===== src/rtl/dcache_wbuf.sv =====
// dcache_wbuf: in-order write buffer between the dcache and the AXI bridge.
// Queues dirty-line evictions and uncached stores, drains them on wr_req/wr_rdy,
// and answers same-line probes so a refill never overtakes a pending write.
// Optional feature macro: WBUF_FWD_EN (forward a word from the newest matching line entry).
module dcache_wbuf #(
  parameter int DEPTH      = 4,
  parameter int LINE_WORDS = 4,
  parameter int ADDR_W     = 32
) (
  input  logic                      clk,
  input  logic                      reset,
  input  logic                      push_valid,
  output logic                      push_ready,
  input  logic [2:0]                push_type,
  input  logic [ADDR_W-1:0]         push_addr,
  input  logic [3:0]                push_wstrb,
  input  logic [32*LINE_WORDS-1:0]  push_data,
  output logic                      wr_req,
  output logic [2:0]                wr_type,
  output logic [ADDR_W-1:0]         wr_addr,
  output logic [3:0]                wr_wstrb,
  output logic [32*LINE_WORDS-1:0]  wr_data,
  input  logic                      wr_rdy,
  input  logic [ADDR_W-1:0]         lookup_addr,
  output logic                      lookup_hit,
  output logic                      lookup_fwd,
  output logic [31:0]               lookup_data,
  input  logic                      flush,
  output logic                      wbuf_empty,
  output logic [$clog2(DEPTH):0]    wbuf_count
);

  localparam int OFF    = $clog2(LINE_WORDS * 4);
  localparam int PTR_W  = $clog2(DEPTH);
  localparam int CNT_W  = PTR_W + 1;
  localparam int DATA_W = 32 * LINE_WORDS;

  logic [PTR_W-1:0]  rd_ptr;
  logic [PTR_W-1:0]  wr_ptr;
  logic [CNT_W-1:0]  count;
  logic [DEPTH-1:0]  valid;
  logic              push_fire;
  logic              pop_fire;
  logic [DEPTH-1:0]  match;

  logic [2:0]        mem_type  [DEPTH];
  logic [ADDR_W-1:0] mem_addr  [DEPTH];
  logic [3:0]        mem_wstrb [DEPTH];
  logic [DATA_W-1:0] mem_data  [DEPTH];

  // A full buffer refuses pushes even when the head pops this cycle.
  assign push_ready = (count < CNT_W'(DEPTH)) && !flush;
  assign push_fire  = push_valid && push_ready;
  assign wr_req     = (count != '0);
  assign pop_fire   = wr_req && wr_rdy;
  assign wbuf_empty = !wr_req;
  assign wbuf_count = count;

  // Pointer, occupancy and per-entry valid bookkeeping.
  always_ff @(posedge clk or posedge reset) begin
    // NOTE: sequential state uses non-blocking assignments so every register samples pre-edge values.
    if (reset) begin
      rd_ptr <= '0;
      wr_ptr <= '0;
      count  <= '0;
      valid  <= '0;
    end else begin
      if (push_fire) begin
        wr_ptr        <= wr_ptr + 1'b1;
        valid[wr_ptr] <= 1'b1;
      end
      if (pop_fire) begin
        rd_ptr        <= rd_ptr + 1'b1;
        valid[rd_ptr] <= 1'b0;
      end
      case ({push_fire, pop_fire})
        2'b10:   count <= count + 1'b1;
        2'b01:   count <= count - 1'b1;
        default: count <= count;
      endcase
    end
  end

  // Entry payload storage, written at wr_ptr on an accepted push.
  always_ff @(posedge clk) begin
    // NOTE: payload storage has no reset; valid bits gate every use, so stale contents never leak out.
    if (push_fire) begin
      mem_type[wr_ptr]  <= push_type;
      mem_addr[wr_ptr]  <= push_addr;
      mem_wstrb[wr_ptr] <= push_wstrb;
      mem_data[wr_ptr]  <= push_data;
    end
  end

  // Head entry toward the bus, forced to zero while the buffer is empty.
  always_comb begin
    wr_type  = '0;
    wr_addr  = '0;
    wr_wstrb = '0;
    wr_data  = '0;
    if (wr_req) begin
      wr_type  = mem_type[rd_ptr];
      wr_addr  = mem_addr[rd_ptr];
      wr_wstrb = mem_wstrb[rd_ptr];
      wr_data  = mem_data[rd_ptr];
    end
  end

  // Line-address comparison of the probe against every valid entry.
  always_comb begin
    match = '0;
    for (int i = 0; i < DEPTH; i++) begin
      match[i] = valid[i] && (mem_addr[i][ADDR_W-1:OFF] == lookup_addr[ADDR_W-1:OFF]);
    end
  end

  assign lookup_hit = |match;

`ifdef WBUF_FWD_EN
  localparam int WSEL_W = (OFF > 2) ? OFF - 2 : 1;

  logic [PTR_W-1:0]  newest_idx;
  logic [PTR_W-1:0]  scan_idx;
  logic [WSEL_W-1:0] word_sel;
  logic [DATA_W-1:0] newest_line;

  // Walk entries oldest to newest so the last match seen is the newest one.
  always_comb begin
    newest_idx = '0;
    scan_idx   = '0;
    for (int k = 0; k < DEPTH; k++) begin
      scan_idx = rd_ptr + PTR_W'(k);
      if (match[scan_idx]) newest_idx = scan_idx;
    end
  end

  // Forward the probed word only when the newest match is a full line.
  always_comb begin
    word_sel    = WSEL_W'(lookup_addr >> 2) & WSEL_W'(LINE_WORDS - 1);
    newest_line = mem_data[newest_idx];
    lookup_fwd  = 1'b0;
    lookup_data = '0;
    if (lookup_hit && (mem_type[newest_idx] == 3'b100)) begin
      lookup_fwd  = 1'b1;
      lookup_data = newest_line[32*word_sel +: 32];
    end
  end
`else
  assign lookup_fwd  = 1'b0;
  assign lookup_data = '0;
`endif

endmodule


===== config.mk =====
export PLATFORM = sky130hd
export DESIGN_NAME = dcache_wbuf
export DESIGN_NICKNAME = d
export VERILOG_FILES = /design/src/rtl/dcache_wbuf.sv
export SDC_FILE = /design/constraint.sdc
export NUM_CORES = 1
export LEC_CHECK = 0
export ABC_AREA = 1
export BUFFER_PORTS_ARGS = -buffer_cell sky130_fd_sc_hd__buf_2
export CELL_PAD_IN_SITES_DETAIL_PLACEMENT = 1
export CELL_PAD_IN_SITES_GLOBAL_PLACEMENT = 1
export CORE_MARGIN = 5
export CORE_UTILIZATION = 45
export DETAILED_ROUTE_END_ITERATION = 6
export GPL_ROUTABILITY_DRIVEN = 0
export PLACE_DENSITY_LB_ADDON = 0.1
export SLEW_MARGIN = 20
export SYNTH_ARGS = -nofsm -noshare
export SYNTH_HDL_FRONTEND = slang
export SYNTH_SLANG_ARGS = --single-unit

===== constraint.sdc =====
create_clock -name clk -period 11.3 [get_ports clk]
set_input_delay 0.565 -clock clk [delete_from_list [all_inputs] [get_ports clk]]
set_output_delay 0.565 -clock clk [all_outputs]
set_load 0.1 [all_outputs]

==> metrics.txt <==
outcome completed; CP startpoint kind register; routed vias 19,931; Post-synth EDFFs 668; CTS tree done; Final period util 44.3%; Setup TNS 0 ns; XOR/XNOR share of the synthesized area 0.525%; largest net degree at the start of global routing 206; CP arrival 4.44 ns; Synth top cells by count 668 x edfxtp_1, 642 x nor2_1, 283 x nand2_1; row count 92; vias in the first global route 20,867; Synth Area in Compound Gates 10.4%; Wirelength per Cell 22.2 µm; Post-Route WL 83,500 µm; CTS root buffer clkbuf_16; core area 62,700 µm²; Hold Path Class primary input to register; post-placement cell count 3,616; vias per std cell 5.29; GR Util met1 29.9%; cells after synthesis 2,502; mux cell area share after synthesis 0%; first-pass GRT wire length 123,000 µm; WS Path Type register to output pin; DRC viols 0; count of final hold-check violations 0; Syn. warnings 0; critical path capture point type output pin; I/O Buffers 373; busiest grt layer met2; Total Routing Usage GR 23.7%; DP HPWL 50,900 µm; nets 3,060; Post-CTS Hold Fix Bufs 1; antenna violations before repair 30; Main synth FF type edfxtp_1; Antenna Violating Nets Remaining 0; met3 GRT Util 6.17%; Simple-Gate Fraction of Synth Area 12.4%; fmax 200 MHz; worst-path fanout max 205; Pins Over Slew Limit 0; flip-flop and latch count after synthesis 679; post-layout min period 5.01 ns; Sinks on Clock Net 679; area share of fa/ha/maj cells after synthesis 0.468%; Worst Path Required 10.74 ns; register area 20,300 µm²; die footprint 68,200 µm²; CTS HTree Levels 3; Synth area leader edfxtp_1; endpoints failing setup 0; Slew Limit Headroom 26.5%; Starting DRT DRC Count 1,277; Setup Skew 0.0220 ns; First-pass DRT Iterations 5; most instantiated library cell after synthesis edfxtp_1; Longest Clk Path Bufs 3; GRT overflow 0; GR Util met2 40.3%; Max-cap violations 0; share of layout cells above drive strength 1 17.2%; main combinational cell family by area after synthesis simple AND/OR/NAND/NOR gates; Finished Layout Cells 3,766; Tightest Pin Transition 1.10 ns; sequential area share after synthesis 71.7%; post-CTS sizing 0; Post-Syn Area 28,400 µm²; Util after Layout 52.8%; combined area of the multi-input logic cells 6900 µm²; area grow syn2layout 16.8%; CTS Buf Count 73; Synth async-reset ratio 1.62%; Die Ht 261 µm; Synth area leaders edfxtp_1 71%, nor2_1 8.5%, nand2_1 3.7%; Fill cells 6,716; initial cell density of the core 45.2%; Die Wd 261 µm; Mapped Avg Cell Area 11.3 µm²; Setup Buffers After CTS 0; RSZ-0062 raised after global routing false; clock latency on the worst-skew pair 0.61 ns; distinct cell type count after synthesis 22; io pins 411; post-synth top area share 70.7%; CTS clk-pin slew, worst paths 0.06 ns
final timing paths:
kind | slack (ns) | to | cells after the start | start
max | 6.29 | wr_data[108] | 7 | rd_ptr[0]$_DFFE_PP0P_
max in group asynchronous | 10.33 | rd_ptr[1]$_DFFE_PP0P_ | 3 | reset
min in group asynchronous | 0.56 | wbuf_count[2]$_DFFE_PP0P_ | 3 | reset
max reg2reg | 7.67 | mem_data[0][77]$_DFFE_PP_ | 5 | wbuf_count[2]$_DFFE_PP0P_
min reg2reg | 0.52 | valid[2]$_DFF_PP0_ | 2 | valid[2]$_DFF_PP0_
min | 0.17 | mem_addr[2][29]$_DFFE_PP_ | 1 | push_addr[29]
logic make-up (layout without fill, tap and decap cells):
group                      Yosys count  after routing
AOI/OAI and AO/OA                  583            583
xor gates and xnor gates            17             17
adders and majority gates           10             10
buffers and inverters              281            652
DFF                                679            679
other                                1             48
and+or+nand+nor                    931            931
layer usage:
metal | part of all wire, % | routed length, µm
met4 | 2.8 | 2330
met2 | 50 | 41400
met5 | 0.23 | 193
met3 | 6.8 | 5660
met1 | 41 | 33900
worst max-delay path: stages (launching register included):
cell     delay (ns)
dfrtp_4        0.83
buf_12         0.76
buf_4          0.96
nor2_1         0.11
nor2_1         0.14
o21ai_1        0.09
a21oi_1        0.26
buf_2          0.49
cells in the final DEF, fill, tap and decap left out, types with 19 or more instances in the layout:
cell	n
a21oi_1	210
buf_2	373
buf_4	24
clkbuf_1	24
clkbuf_16	76
clkinv_1	19
conb_1	33
edfxtp_1	668
inv_1	117
nand2_1	283
nor2_1	638
o21ai_0	170
o21ai_1	189
registers in the layout, summed over array words and instances, names as in the netlist:
register,flops
mem_addr,128
mem_data,512
mem_type,12
mem_wstrb,16
rd_ptr,2
valid,4
wbuf_count,3
wr_ptr,2
area by class of cell:
cell class | count | share of cell area (%)
Sequential cell | 679 | 61.4
Tap cell | 846 | 3.20
Antenna cell | 15 | 0.113
Clock buffer | 102 | 6.10
Timing Repair Buffer | 399 | 6.27
Inverter | 119 | 1.39
Clock inverter | 32 | 0.699
Multi-Input combinational cell | 1574 | 20.8
metrics by stage:
stage	cell area, µm²	hold WS, ns	setup slack (ns)
global placement	30800	0.492	6.96
detailed placement	30800	0.502	6.93
global route	33100	0.139	6.02
finish	33100	0.169	6.29
floorplan	28500	0.417	0.814
CTS	33100	0.132	6.25
Power is not shown: default switching activity piles up to over one toggle a cycle in this logic, so the estimate is an artifact.
